===== src/rtl/div_mse_accumulator.sv =====
// Error-metric stage for the 16/8 approximate divider: recomputes the exact quotient with a
// sequential restoring divider and accumulates squared error, max |error| and sample counts.
module div_mse_accumulator #(
    parameter int unsigned ACC_W = 40,
    parameter int unsigned CNT_W = 24
) (
    input  logic             clk,
    input  logic             rst,
    input  logic             in_valid,
    output logic             in_ready,
    input  logic [15:0]      n,
    input  logic [7:0]       d,
    input  logic [7:0]       q_apx,
    input  logic [7:0]       r_apx,
    input  logic             clear,
    output logic             busy,
    output logic [CNT_W-1:0] sample_cnt,
    output logic [CNT_W-1:0] excl_cnt,
    output logic [ACC_W-1:0] err_sq_acc,
    output logic [7:0]       err_max,
    output logic             acc_sat,
    output logic             done
);

    // Wide enough to hold acc + a 16-bit square plus a carry, even for small ACC_W.
    localparam int unsigned SUM_W = ((ACC_W > 16) ? ACC_W : 16) + 1;

    typedef enum logic [1:0] {StIdle, StDiv, StAcc} state_e;

    state_e             r_state;
    state_e             w_state_next;
    logic [2:0]         r_iter;
    logic [7:0]         r_n_lo;
    logic [7:0]         r_d;
    logic [7:0]         r_q_apx;
    logic [7:0]         r_r_apx;
    logic [7:0]         r_q;
    logic [8:0]         r_pr;
    logic [CNT_W-1:0]   r_sample_cnt;
    logic [CNT_W-1:0]   r_excl_cnt;
    logic [ACC_W-1:0]   r_acc;
    logic [7:0]         r_err_max;
    logic               r_acc_sat;
    logic               r_done;

    logic               w_accept;
    logic               w_excl;
    logic [8:0]         w_t;
    logic               w_ge;
    logic [8:0]         w_pr_next;
    logic [8:0]         w_err;
    logic [8:0]         w_err_neg;
    logic [7:0]         w_abs;
    logic [15:0]        w_sq;
    logic [SUM_W-1:0]   w_sum;
    logic               w_acc_ovf;
    logic               w_unused_dbg;

    assign in_ready   = (r_state == StIdle) & ~clear & ~rst;
    assign busy       = (r_state != StIdle);
    assign w_accept   = in_valid & in_ready;
    // Quotient only fits in 8 bits when the dividend's upper byte is below the divisor.
    assign w_excl     = (d == 8'd0) | (n[15:8] >= d);

    assign w_t        = {r_pr[7:0], r_n_lo[r_iter]};
    assign w_ge       = (w_t >= {1'b0, r_d});
    assign w_pr_next  = w_ge ? (w_t - {1'b0, r_d}) : w_t;

    assign w_err      = {1'b0, r_q} - {1'b0, r_q_apx};
    assign w_err_neg  = 9'd0 - w_err;
    assign w_abs      = w_err[8] ? w_err_neg[7:0] : w_err[7:0];
    assign w_sq       = 16'(w_abs) * 16'(w_abs);
    assign w_sum      = SUM_W'(r_acc) + SUM_W'(w_sq);
    assign w_acc_ovf  = |w_sum[SUM_W-1:ACC_W];

    // Remainder and the registered approximate remainder are kept for debug visibility only.
    assign w_unused_dbg = ^{r_r_apx, r_pr[8]};

    assign sample_cnt = r_sample_cnt;
    assign excl_cnt   = r_excl_cnt;
    assign err_sq_acc = r_acc;
    assign err_max    = r_err_max;
    assign acc_sat    = r_acc_sat;
    assign done       = r_done;

    // FSM state register.
    always_ff @(posedge clk or posedge rst) begin
        if (rst) begin
            r_state <= StIdle;
        end else begin
            r_state <= w_state_next;
        end
    end

    // FSM next state; clear aborts anything in flight.
    always_comb begin
        w_state_next = r_state;
        if (clear) begin
            w_state_next = StIdle;
        end else begin
            unique case (r_state)
                StIdle:  if (w_accept && !w_excl) w_state_next = StDiv;
                StDiv:   if (r_iter == 3'd0) w_state_next = StAcc;
                StAcc:   w_state_next = StIdle;
                default: w_state_next = StIdle;
            endcase
        end
    end

    // Sample capture, restoring division and statistics commit.
    always_ff @(posedge clk or posedge rst) begin
        if (rst) begin
            r_iter       <= 3'd0;
            r_n_lo       <= 8'd0;
            r_d          <= 8'd0;
            r_q_apx      <= 8'd0;
            r_r_apx      <= 8'd0;
            r_q          <= 8'd0;
            r_pr         <= 9'd0;
            r_sample_cnt <= '0;
            r_excl_cnt   <= '0;
            r_acc        <= '0;
            r_err_max    <= 8'd0;
            r_acc_sat    <= 1'b0;
            r_done       <= 1'b0;
        end else begin
            r_done <= 1'b0;
            if (clear) begin
                r_sample_cnt <= '0;
                r_excl_cnt   <= '0;
                r_acc        <= '0;
                r_err_max    <= 8'd0;
                r_acc_sat    <= 1'b0;
            end else begin
                unique case (r_state)
                    StIdle: begin
                        if (w_accept) begin
                            r_n_lo  <= n[7:0];
                            r_d     <= d;
                            r_q_apx <= q_apx;
                            r_r_apx <= r_apx;
                            if (w_excl) begin
                                if (&r_excl_cnt) r_acc_sat <= 1'b1;
                                else r_excl_cnt <= r_excl_cnt + CNT_W'(1);
                            end else begin
                                r_pr   <= {1'b0, n[15:8]};
                                r_iter <= 3'd7;
                            end
                        end
                    end
                    StDiv: begin
                        r_pr   <= w_pr_next;
                        r_q    <= {r_q[6:0], w_ge};
                        r_iter <= r_iter - 3'd1;
                    end
                    StAcc: begin
                        r_done <= 1'b1;
                        if (w_acc_ovf) begin
                            r_acc     <= '1;
                            r_acc_sat <= 1'b1;
                        end else begin
                            r_acc <= w_sum[ACC_W-1:0];
                        end
                        if (&r_sample_cnt) r_acc_sat <= 1'b1;
                        else r_sample_cnt <= r_sample_cnt + CNT_W'(1);
                        if (w_abs > r_err_max) r_err_max <= w_abs;
                    end
                    default: ;
                endcase
            end
        end
    end

endmodule

===== config.mk =====
export PLATFORM = sky130hd
export DESIGN_NAME = div_mse_accumulator
export DESIGN_NICKNAME = d
export VERILOG_FILES = /design/src/rtl/div_mse_accumulator.sv
export SDC_FILE = /design/constraint.sdc
export NUM_CORES = 1
export LEC_CHECK = 0
export CAP_MARGIN = 10
export CORE_UTILIZATION = 56
export CTS_CLUSTER_SIZE = 12
export DETAILED_ROUTE_END_ITERATION = 16
export GPL_TIMING_DRIVEN = 1
export PLACE_DENSITY_LB_ADDON = 0.12
export SETUP_SLACK_MARGIN = 0.15
export SLEW_MARGIN = 5
export SYNTH_ARGS = -nofsm -noshare
export SYNTH_HDL_FRONTEND = slang
export SYNTH_SLANG_ARGS = --single-unit

===== constraint.sdc =====
create_clock -name clk -period 9.14 [get_ports clk]
set_input_delay 1.828 -clock clk [delete_from_list [all_inputs] [get_ports clk]]
set_output_delay 1.828 -clock clk [all_outputs]
set_load 0.01 [all_outputs]

==> results of run 1 <==
## sequential cells by signal (all words and copies together) (netlist names), 3 cells and up
signal and flops:
r_pr 8, excl_cnt 24, r_q 8, r_n_lo 8, r_q_apx 8, r_d 8
r_iter 3, sample_cnt 24, err_sq_acc 40, err_max 8
## synth_stat cells (3+ instances only)
master,instances
or3_1,15
mux2_2,3
clkbuf_1,31
xnor2_1,36
o21bai_1,6
a311oi_1,3
nand2b_1,6
a22oi_1,3
nor3b_1,4
ha_1,79
o21ai_0,51
mux2i_1,21
nor3_1,38
and4_1,11
a21oi_1,39
fa_1,39
nor2_1,119
and2_1,9
a21boi_0,3
nor4b_1,3
o21a_1,7
a21o_1,8
a31oi_1,10
o221ai_1,3
and3_1,12
nand4_1,16
o41a_1,4
a221oi_1,8
dfrtp_1,143
nor4_1,7
nor2b_1,12
nand2_1,122
nand3_1,26
inv_1,133
a211oi_1,22
or2_2,7
a2111oi_0,4
xor2_1,31
o22ai_1,5
## path summary, 6_finish.rpt
| kind | from | end | slack, ns | cells after the start |
|---|---|---|---|---|
| min reg2reg | r_n_lo[4] | r_n_lo[4] | 0.48 | 2 |
| max in group asynchronous | rst | err_sq_acc[14] | 5.83 | 3 |
| min in group asynchronous | rst | r_n_lo[0] | 1.91 | 2 |
| max reg2reg | r_q[0] | err_sq_acc[25] | 1.10 | 26 |
| max | r_q[0] | err_sq_acc[25] | 1.10 | 26 |
| min | r_n_lo[4] | r_n_lo[4] | 0.48 | 2 |
## metal layers
metal	track usage, %	wire (um)	up-vias
met5	0	0	-
met4	9.964	536	0
met3	6.067	1431	45
met2	45.25	11850	222
met1	35.98	10900	4215
li1	-	-	4208
## cell type report
| class | instances | area [um2] |
|---|---|---|
| Inverter | 133 | 504.2 |
| Clock buffer | 17 | 425.4 |
| Clock inverter | 15 | 165.2 |
| Fill cell | 1503 | 5499 |
| Sequential cell | 143 | 3578 |
| Timing Repair Buffer | 146 | 1431 |
| Multi-Input combinational cell | 835 | 6135 |
| Tap cell | 229 | 286.5 |
## cells in the final DEF (no fill, tap or decap), types with 4 or more instances in the layout
cell,count
nand2b_1,6
and2_1,9
o21a_1,7
fa_1,39
xor2_1,31
buf_4,12
o21ai_0,51
ha_1,79
nor4_1,7
o22ai_1,5
a211oi_1,22
nor2b_1,11
clkdlybuf4s50_1,134
a21o_1,8
or2_2,7
and3_1,12
mux2i_1,21
inv_6,9
nand2_1,122
a21oi_1,39
inv_1,132
o41a_1,4
a221oi_1,8
nand3_1,26
and4_1,11
or3_1,15
clkbuf_16,17
o21bai_1,6
dfrtp_1,143
nor2_1,119
nand4_1,16
nor3_1,38
a31oi_1,10
a2111oi_0,4
nor3b_1,4
xnor2_1,36
## metrics by stage
| step | setup WS [ns] | utilization [%] | std cells | hold slack (ns) | instance area (um2) |
|---|---|---|---|---|---|
| after global routing | 0.4832 | 69.49 | 1518 | 0.4997 | 12530 |
| final | 1.104 | 69.49 | 1518 | 0.4784 | 12530 |
| after detailed placement | 1.223 | 66.22 | 1486 | 0.4659 | 11940 |
| after CTS | 1.186 | 69.49 | 1518 | 0.4827 | 12530 |
| after global placement | 1.360 | 66.22 | 1486 | 0.4546 | 11940 |
| after floorplan | 2.247 | - | 1146 | 0.4403 | 10350 |
## critical path, cell delays in order (launching register included)
cell	delay [ns]
dfrtp_1	0.39
inv_1	0.08
ha_1	0.19
inv_1	0.06
fa_1	0.39
xnor2_1	0.34
nand3_1	0.12
mux2_2	0.30
a211oi_4	0.27
nor2_2	0.15
xnor2_1	0.55
nor2_1	0.15
fa_1	0.55
fa_1	0.54
fa_1	0.57
inv_1	0.06
fa_1	0.52
inv_1	0.04
ha_1	0.35
and4_1	0.24
a21oi_1	0.14
o21ai_0	0.09
a31oi_1	0.44
a21o_1	0.49
nor2_1	0.34
a221oi_1	0.39
a311oi_1	0.09
## cell families after synthesis
group                    after synthesis  synth area share (%)
adder cells (fa/ha/maj)              118                 17.09
XOR/XNOR                              71                 6.492
multiplexers                          27                 2.938
AO/OA/AOI/OAI                        201                 13.42
AND/OR/NAND/NOR                      418                 19.31
buffers and inverters                168                 6.177
flip-flops                           143                 34.57
==> out/summary.txt, run 1 <==
outcome - complete, no violations
CP arrival - 8.30 ns
critical path type - reg2reg
H-tree levels - 4
die width - 138.0 um
YS warnings - 0
clock sinks - 143
Rel. slew slack - 34.08%
fin crit share - 87.92%
vias in the first global route - 8424
Critical Path End Type - flip-flop
synth top area cells - dfrtp_1, ha_1, fa_1, inv_1, nand2_1
first-pass GRT wire length - 40730 um
clock skew - 0.01354 ns
Detail Route Antenna Nets - 0
Gate Count Post-Synth - 1146
max-cap violations - 0
HPWL Detailed - 17900 um
Final Wtd Congestion - 0.8915
share of the synthesized area in the top cell type - 34.57%
dominant synthesized flop cell - dfrtp_1
flops & latches, synth - 143
Post-Syn Nets - 1308
post-synth cell types - 73
Worst-Margin Slew - 0.9888 ns
largest net degree at the start of global routing - 95
Die Ht - 138.0 um
CP Launch Type - flip-flop
drt initial violations - 478
cts bufs inserted - 17
port bufs - 135
setup TNS - 0 ns
Via density - 5.725
largest area contributor in the netlist - dfrtp_1
crit path max fanout - 16
gr ovfl total - 0
Mapped Area - 10350 um2
WL per Instance - 16.29 um
residual DRC count - 0
Slew Viols, Final - 0
Resize count post-CTS - 0
Skew-Pair Late Insertion Delay - 0.43 ns
count of final hold-check violations - 0
global-route usage over all layers - 27.65%
Peak Freq - 0.1244 GHz
Crit path required time - 9.40 ns
Setup Buffers After CTS - 0
ANT cells - 0
share of layout cells above drive strength 1 - 5.508%
total wire length - 24720 um
CTS tree - yes
Core ar. - 18020 um2
CTS clk-pin slew, worst paths - 0.07 ns
Syn Area/Cell - 9.031 um2
num ports - 144
RSZ-0062 raised after global routing - no
drt pass-1 iters - 5
fin crit period - 8.036 ns
Area Overhead vs Synth - 21.02%
Root Driver - clkbuf_16
Initial Util - 57.42%
Rows - 49
initial antenna violation count - 0
DIE AREA - 19030 um2
CTS max path bufs - 2
DR vias - 8690
Tightest Hold Check Type - reg2reg
FFs w/ async S/R, synth - 100.0%
number of flops mapped to enable cells by yosys - 0
register area share after synthesis - 34.57%
final count of negative-setup-slack endpoints - 0
CTS Hold Bufs - 0
Layout Nets - 1438
Power of run 1 is left out: the tool's default activity adds up to more than one toggle a clock period on the data nets, which glitch-free logic cannot reach.
==> run 2: changes to the inputs <==
--- a/config.mk
+++ b/config.mk
@@ -9,9 +9,11 @@
 export CORE_UTILIZATION = 56
 export CTS_CLUSTER_SIZE = 12
 export DETAILED_ROUTE_END_ITERATION = 16
-export GPL_TIMING_DRIVEN = 1
+export GPL_TIMING_DRIVEN = 0
+export MAX_ROUTING_LAYER = met4
 export PLACE_DENSITY_LB_ADDON = 0.12
 export SETUP_SLACK_MARGIN = 0.15
+export SKIP_CTS_REPAIR_TIMING = 1
 export SLEW_MARGIN = 5
 export SYNTH_ARGS = -nofsm -noshare
 export SYNTH_HDL_FRONTEND = slang
==> out/summary.txt, run 2 (synthesis gave the netlist of run 1 again) <==
CP max stage delay - 0.80 ns (+0.23 ns)
critical path type - reg2reg
largest net degree at the start of global routing - 88 (-7.4%)
Final Wtd Congestion - 0.9511 (+6.7%)
Rel. slew slack - 34.17% (+0.088 points)
max-cap violations - 0 (unchanged)
drt pass-1 iters - 5 (unchanged)
die width - 138.0 um (unchanged)
crit path max fanout - 9 (-7)
count of final hold-check violations - 0 (unchanged)
r2r endpoint - err_sq_acc[33]
first-pass GRT wire length - 42170 um (+3.5%)
Slew Viols, Final - 0 (unchanged)
number of flip-flops in the largest register - 40 (unchanged)
CP arrival - 8.54 ns (+0.24 ns)
num ports - 144 (unchanged)
CTS clk-pin slew, worst paths - 0.06 ns (about the same)
Non-Filler Instances - 1543 (+1.6%)
CTS max path bufs - 2 (unchanged)
Crit path max-delay family - adder cells
CTS tree - yes
Post-Place Cells - 1511 (+1.7%)
Root Driver - clkbuf_16
Skew-Pair Late Insertion Delay - 0.43 ns (about the same)
Initial Util - 57.42% (unchanged)
commonest non-fill, non-tap cells in the layout - dfrtp_1, clkdlybuf4s50_1, inv_1
RSZ-0062 raised after global routing - no
post-place instance area - 12020 um2 (+0.71%)
Via density - 5.750 (+0.45%)
multi-input logic area - 6136 um2 (about the same)
Rows - 49 (unchanged)
port bufs - 135 (unchanged)
Peak Freq - 0.1211 GHz (-2.7%)
Die Ht - 138.0 um (unchanged)
WL per Instance - 17.01 um (+4.4%)
vias in the first global route - 8565 (+1.7%)
drt initial violations - 477 (-0.21%)
global-route usage over all layers - 29.66% (+2.0 points)
post-layout util - 69.86% (+0.37 points)
Critical Path Source - r_q_apx[0]
Reg area - 3578 um2 (unchanged)
Critical Path End Type - flip-flop
Layout Nets - 1463 (+1.7%)
initial antenna violation count - 0 (unchanged)
H-tree levels - 4 (unchanged)
share of layout cells above drive strength 1 - 4.566% (-0.94 points)
ANT cells - 0 (unchanged)
critical path depth in cells - 25 (-3.8%)
Crit path required time - 9.43 ns (+0.03 ns)
fin crit period - 8.257 ns (+0.2210 ns)
residual DRC count - 0 (unchanged)
CP Buf/Inv Count - 5 (+1)
Tightest Hold Check Type - reg2reg
gr ovfl total - 0 (unchanged)
Slowest cell on crit path - nor3_1
Core ar. - 18020 um2 (unchanged)
outcome - complete, no violations
R2R setup slack - 0.88 ns (-0.22 ns)
Reg-to-Reg Start - r_q_apx[0]
cts bufs inserted - 17 (unchanged)
fin crit share - 90.34% (+2.4 points)
total wire length - 26240 um (+6.1%)
worst reg2reg path depth - 25 (-3.8%)
HPWL Detailed - 19670 um (+9.9%)
Fillers - 1476 (-1.8%)
commonest non-fill, non-tap cell in the layout - dfrtp_1
Worst-Margin Slew - 0.9799 ns (-0.008858 ns)
clock skew - 0.008652 ns (-0.004892 ns)
post-route design area - 12590 um2 (+0.53%)
Detail Route Antenna Nets - 0 (unchanged)
clock sinks - 143 (unchanged)
final count of negative-setup-slack endpoints - 0 (unchanged)
DIE AREA - 19030 um2 (unchanged)
CP Launch Type - flip-flop
Area Overhead vs Synth - 21.66%
Setup crit end - err_sq_acc[33]
DR vias - 8873 (+2.1%)
setup TNS - 0 ns (unchanged)
[run 2: changes by cell type in the layout (fill, tap and decap cells not counted), moves of 2 or more]
cell	change
inv_6	-7
buf_1	+2
clkinvlp_4	+2
buf_4	-12
clkinv_4	+2
clkinv_2	+2
inv_8	-2
clkbuf_8	+2
clkbuf_1	+33
[run 2: worst min path at each step]
stage              start        end  cells after the start
3_3_place_gp   r_n_lo[4]  r_n_lo[4]                      2
2_1_floorplan  r_n_lo[2]  r_n_lo[2]                      2
3_5_place_dp   r_n_lo[4]  r_n_lo[4]                      2
6_report       r_n_lo[7]  r_n_lo[7]                      2
5_1_grt           r_q[7]     r_q[7]                      2
4_1_cts        r_n_lo[0]  r_n_lo[0]                      2
[run 2: worst min-delay path: cells and delay by family (launching register included)]
kind	cells	cell delay, ns
DFF	1	0.34
and+or+nand+nor	2	0.10
[run 2: routing by layer]
metal | wire [um] | track usage [%]
met5 | 0 | -
met4 | 538 | 9.601
met1 | 11520 | 37.26
met3 | 1691 | 7.054
met2 | 12490 | 47.19
[run 2: cell type report]
cell class / instances / share of cell area [%]
sequential: 143 / 28.42
multi-input combinational: 835 / 48.73
inverter: 133 / 4.004
clock buffer: 21 / 3.657
buffer: 35 / 1.113
tap: 229 / 2.275
clock inverter: 11 / 0.8545
timing repair buffer: 136 / 10.95
[run 2: through the flow]
step,hold WS [ns],setup slack (ns)
after floorplan,0.4403,2.247
after global placement,0.4547,0.7088
after detailed placement,0.4589,0.6508
after CTS,0.4804,0.6232
after global routing,0.5110,0.4054
final,0.4790,0.8830
Power of run 2 is left out for the same reason.
